<file path="src/rtl/request_queue.sv">
// Parameterised first-word fall-through request queue built on a circular buffer.
// Define REQ_QUEUE_BYPASS_EN to let a word offered to an empty queue appear on the output in the same cycle.
module request_queue #(
   parameter int unsigned WIDTH   = 32,
   parameter int unsigned DEPTH   = 4,
   parameter logic [31:0] RST_VAL = 32'h1C00_0000
) (
   input  logic                     clk,
   input  logic                     rstn,
   input  logic                     flush,
   input  logic                     in_valid,
   output logic                     in_ready,
   input  logic [WIDTH-1:0]         in_data,
   output logic                     out_valid,
   input  logic                     out_ready,
   output logic [WIDTH-1:0]         out_data,
   output logic [$clog2(DEPTH):0]   count
);

   localparam int unsigned AW = $clog2(DEPTH);
   localparam int unsigned CW = AW + 1;
   localparam logic [WIDTH-1:0] RST_W = WIDTH'(RST_VAL);

   logic [WIDTH-1:0] r_mem [DEPTH];
   logic [AW-1:0]    r_rd_ptr;
   logic [AW-1:0]    r_wr_ptr;
   logic [CW-1:0]    r_count;
   logic [WIDTH-1:0] r_hold;

   logic             w_empty;
   logic             w_full;
   logic             w_push;
   logic             w_pop;
   logic             w_store;
   logic             w_deq;
   logic [WIDTH-1:0] w_head;

   assign w_empty = (r_count == CW'(0));
   assign w_full  = (r_count == CW'(DEPTH));

   // in_ready depends only on registered occupancy, so a same-cycle pop never frees a full queue.
   assign in_ready = !w_full;
   assign count    = r_count;

`ifdef REQ_QUEUE_BYPASS_EN
   assign out_valid = !w_empty || in_valid;
   assign w_head    = !w_empty ? r_mem[r_rd_ptr] : (in_valid ? in_data : r_hold);
   // A word popped while the queue is empty passes straight through and is never stored.
   assign w_store   = w_push && !(w_empty && out_ready);
`else
   assign out_valid = !w_empty;
   assign w_head    = !w_empty ? r_mem[r_rd_ptr] : r_hold;
   assign w_store   = w_push;
`endif

   assign out_data = w_head;
   assign w_push   = in_valid && in_ready;
   assign w_pop    = out_valid && out_ready;
   assign w_deq    = w_pop && !w_empty;

   // Pointers, occupancy and the last-popped hold register; reset and flush share one clear path.
   always_ff @(posedge clk) begin
      if (!rstn || flush) begin
         r_rd_ptr <= AW'(0);
         r_wr_ptr <= AW'(0);
         r_count  <= CW'(0);
         r_hold   <= RST_W;
      end else begin
         if (w_store) r_wr_ptr <= r_wr_ptr + AW'(1);
         if (w_deq)   r_rd_ptr <= r_rd_ptr + AW'(1);
         if (w_store && !w_deq)      r_count <= r_count + CW'(1);
         else if (!w_store && w_deq) r_count <= r_count - CW'(1);
         if (w_pop) r_hold <= w_head;
      end
   end

   // Storage array is deliberately left without reset.
   always_ff @(posedge clk) begin
      if (rstn && !flush && w_store) r_mem[r_wr_ptr] <= in_data;
   end

endmodule

</file>
<file path="config.mk">
export PLATFORM = sky130hd
export DESIGN_NAME = request_queue
export DESIGN_NICKNAME = d
export VERILOG_FILES = /design/src/rtl/request_queue.sv
export SDC_FILE = /design/constraint.sdc
export NUM_CORES = 1
export LEC_CHECK = 0
export ABC_CLOCK_PERIOD_IN_PS = 2400
export CAP_MARGIN = 15
export CORE_MARGIN = 2
export CORE_UTILIZATION = 41
export DETAILED_ROUTE_END_ITERATION = 8
export GPL_TIMING_DRIVEN = 0
export PLACE_DENSITY_LB_ADDON = 0.05
export SYNTH_ARGS = -nofsm -noshare
export SYNTH_HDL_FRONTEND = slang
export SYNTH_SLANG_ARGS = --single-unit
</file>
<file path="constraint.sdc">
create_clock -name clk -period 2.4 [get_ports clk]
set_input_delay 0.72 -clock clk [delete_from_list [all_inputs] [get_ports clk]]
set_output_delay 0.72 -clock clk [all_outputs]
set_load 0.02 [all_outputs]
</file>
# Word-level counts from Yosys, hierarchy flattened
# Memory sizes are Yosys's and may differ from the RTL's. A register that Yosys moved wholly into a read port is not among the register bits.
# Cells that the tools add are included.
# word_totals
register_bits,39
latchBits,0
ram_bits,128
mem_bits_ro,0
n_memories,1
# mem_list
memory,words,width,rd,rd_clocked_by_memory_dff,write_ports,line,source
r_mem,4,32,1,1,1,24,logic [WIDTH-1:0] r_mem [DEPTH];
# op_classes
addsub,4
n_mul,0
div_mod_pow,0
n_lt_le_gt_ge,0
n_eq_ne,1
shifts,0
mux,7
bitwise,0
reduce_logical,16
# ops
op,count
$mux W32,1
$logic_and A1 B1 Y1,7
$logic_not A1 Y1,6
$mux W3,2
$add A2 B1 Y2 const B,2
$mux W2,2
$add A3 B1 Y3 const B,1
$eq A3 B3 Y1 const B,1
$logic_not A3 Y1,1
$sub A3 B1 Y3 const B,1
$mux W1,2
$reduce_bool A2 Y1,1
$logic_or A1 B1 Y1,1

# Longest topological paths before layout
# logic_depth
ltp_word,7
ltp_mapped,8

# Worst setup path after synthesis
# No wires, ideal clock.
# synth_path
path_type,in2reg
startpoint,input in_valid
endpoint,memory r_mem[0][0] (enable)
setup_time_ns,0.392
t_arrival_ns,1.808
t_required_ns,2.008
setup_slack_ns,0.200
stages,3
n_path_buf,0
path_cell_list,inv_1 > nor2_1 > and3_1
# synth_via
elab_chain_cells,4
# synth_rtl
item,line,source
start: declaration,11,"input logic in_valid,"
$logic_and A1 B1 Y1,57,assign w_push = in_valid && in_ready;
via w_push,32,logic w_push;
$logic_and A1 B1 Y1,79,if (rstn && !flush && w_store) r_mem[r_wr_ptr] <= in_data;
$mux W1,79,
$mux W1 (implied by the code),79,
end: declaration,24,
# The timed path passes the listed nets, and every way through them passes these cells.

==> results.md <==
- Clk slew on worst S/H paths: 0.06 ns
- DRC violations left: 0
- Rel. slew slack: around two thirds
- FILL cells: 1218
- N_diodes: 0
- Post-synthesis sequential area ratio: 71.94%
- FMAX: 369.1 MHz
- Final setup viols: 32
- First-pass GRT wire length: a little over 20 mm
- Share of layout cells above drive strength 1: approximately two fifths
- Worst Max-Slew Pin Slew: between 0.5 and 0.6 ns
- Pins Over Slew Limit: 0
- Yosys warnings: 0
- WP data required: between 1.5 and 2 ns
- Placer Congestion: 0.6811
- Core Rows: 45
- Die extent in x: around 130 µm
- Comb pwr share: around 15%
- Drt via density: just over 5
- Post-route setup TNS: -9.242 ns
- Area growth syn-to-layout: 33.15%
- Clk_lat worst skew: ~0.42 ns
- Uppermost layer routed: met4
- Inserted Clock Buffers: 17
- Mapped Area: roughly 6500 µm²
- Final min period: between 2 and 3 ns
- Die area: 16840 µm²
- Int Pwr: 5462 µW
- Vias in the first global route: 3530
- Metal3 WL: between 500 and 600 µm
- Psw: around 1700 µW
- Pwr/cell area: 828.6 nW/µm²
- Die height: 129.8 µm
- Violated checks: setup timing
- Average size of a mapped cell: 19.41 µm²
- Yosys reg bits: 169
- Status: complete, but fails checks
- # clock sinks: 169
- Routed wire length: roughly 13 mm
- Post-layout nets: 500
- Synth top area share: slightly below 60%
- CP endpoint kind: output pin
- Unrepaired setup endpoints after global routing: true
- Register share of total power: 45.1%
- Synth unique cells: 30
- Via count: approximately 3500
- Syn Inst Count: 334
- Initial Utilization: 42.34%
- Syn Nets: roughly 380
- Startpoint Class: flop
- Fin. Hold Viols: 0
- TritonRoute pass-1 iters: 4
- Crit path kind: flop to output pin
- Dpl hpwl: between 7 and 8 mm
- Hold path start: r_hold[13]$_SDFFE_PP0P_
- Max cap viols: 0
- Worst-path fanout max: 8
- Initial antenna violation count: 0
- Wl on met1: ~5.9 mm
- CP arrival: between 1.5 and 2 ns
- CTS tree: done
- Final WS setup: -0.3097 ns
- Core Box Area: ~15000 µm²
- Skew final: between 0.006 and 0.007 ns
- Root Buffer: clkbuf_16
- Clock power share: around two fifths
- CTS max path bufs: 2
- Worst hold-check path type: flop to flop
- Largest net degree at the start of global routing: 21
- Fin util: about 56%
- Wirelength per Cell: a little under 20 µm
- Hold_buf cts: 0
- Routed Antenna Nets: 0
- R2R setup slack: ~0.21 ns
- IO Port Bufs: 73
- Pleak: between 0.003 and 0.004 µW
- RR Startpoint: count[0]$_SDFFE_PP0P_
- WL met2: just under 7 mm
- Yosys top cell by area: edfxtp_1
- Tot GR Track Use: approximately 17%
- I/O pins: 74
- DRT iter0 DRCs: around 250
- Ranking of synthesized cells by area: edfxtp_1, dfxtp_1, mux4_2
- Depth of the CTS H-tree: 4
- Switch share: a little under a quarter
- Worst VDD drop: between 0.5 and 0.6 mV
- Final period utilization: 112.9%
- DP Worst Slack: -0.6053 ns
- GR Overflow Total: 0
-- power groups by stage --
stage	combinational, µW	clock [µW]	sequential (µW)
2_1_floorplan	507	0	3290
3_3_place_gp	889	0	3280
3_5_place_dp	908	0	3290
4_1_cts	1090	2880	3230
5_1_grt	1180	2980	3230
6_report	1100	2820	3230
-- sequential cells by signal, indices dropped and copies added, names as in the netlist, named ones only --
name,count
r_wr_ptr,2
count,3
r_rd_ptr,2
r_mem,128
r_hold,32
-- what timing repair did --
item                                    CTS  global route
buffers inserted                         16            11
pin swaps                                 1             2
gates cloned                              3             0
endpoints found under the setup margin   35            34
gates resized for setup                 232            16
-- area by class of cell --
type                            instances  area, µm²  share of cell area [%]
Buffer                                 17      183.9                   2.130
Timing Repair Buffer                  104       1096                   12.70
Clock buffer                           18      429.2                   4.971
Multi-Input combinational cell        140       1775                   20.57
Tap cell                              211      264.0                   3.058
Clock inverter                         14      183.9                   2.130
Inverter                                8      31.28                  0.3623
Sequential cell                       169       4669                   54.09
-- layout by cell type (no fill, tap or decap), types with 2 or more instances in the layout --
master / instances
inv_6: 4
or3_1: 2
a21oi_1: 7
bufinv_16: 3
buf_16: 2
clkbuf_1: 2
nor2_1: 6
nand3_1: 2
edfxtp_1: 128
buf_4: 29
o21ai_0: 4
xor2_1: 2
dfxtp_2: 4
clkbuf_16: 17
clkinvlp_4: 3
clkinv_2: 2
buf_12: 10
and3_2: 4
dfxtp_1: 37
nand2_1: 6
buf_2: 5
a22o_1: 29
mux2_2: 8
clkdlybuf4s50_1: 38
mux2_4: 24
inv_1: 6
ha_1: 4
buf_6: 33
mux4_2: 32
inv_8: 2
-- path summary, 6_finish.rpt --
kind,endpoint,cells after the start
setup / recovery,out_data[28],5
hold reg to reg,r_hold[13]$_SDFFE_PP0P_,1
setup reg to reg,count[2]$_SDFFE_PP0P_,8
hold / removal,r_hold[13]$_SDFFE_PP0P_,1
-- critical path: stages, from the launching register on --
cell,delay (ns)
dfxtp_2,0.34
buf_12,0.15
buf_12,0.13
mux4_2,0.52
mux2_4,0.30
buf_6,0.13
-- kinds of logic after synthesis --
group / Yosys count / synth area share [%]
AO/OA/AOI/OAI: 41 / 5.037
XOR/XNOR: 3 / 0.4053
adder cells (fa/ha/maj): 6 / 1.274
buffers and inverters: 25 / 2.451
flip-flops: 169 / 71.94
multiplexers: 65 / 16.94
AND/OR/NAND/NOR: 25 / 1.949
-- stage by stage --
| stage | cell area (µm²) | hold WS [ns] | total power (µW) | cells |
|---|---|---|---|---|
| after detailed placement | 7579 | 0.4549 | 4193 | 622 |
| after floorplan | 6484 | 0.4307 | 3794 | 334 |
| after global routing | 8633 | 0.4949 | 7395 | 681 |
| final | 8633 | 0.4767 | 7154 | 681 |
| after CTS | 8596 | 0.4685 | 7200 | 673 |
| after global placement | 7478 | 0.4474 | 4173 | 618 |
-- synthesized netlist by cell type --
cell type and n:
a21oi_1 7, a22o_1 29, o21ai_0 4, o31a_4 1
xor2_1 2, fa_1 1, nor2_1 7, buf_6 7
nor3_2 1, buf_1 2, mux4_2 30, clkinv_2 1
buf_4 1, edfxtp_1 128, nand2_1 6, nand3_1 2
nand2b_1 1, and3_1 4, mux4_1 2, dfxtp_1 41
mux2_2 32, nor3b_1 1, clkbuf_1 1, nor2b_1 1
buf_2 6, mux2i_1 1, inv_1 7, ha_1 5
or3_1 2, xnor2_1 1
-- metal layers --
metal	up-vias	track usage, %
met4	0	4.175
li1	1587	-
met5	-	0
met1	1788	23.14
met3	9	4.797
met2	70	27.53
Note: power is estimated with default switching activity, not from simulation.
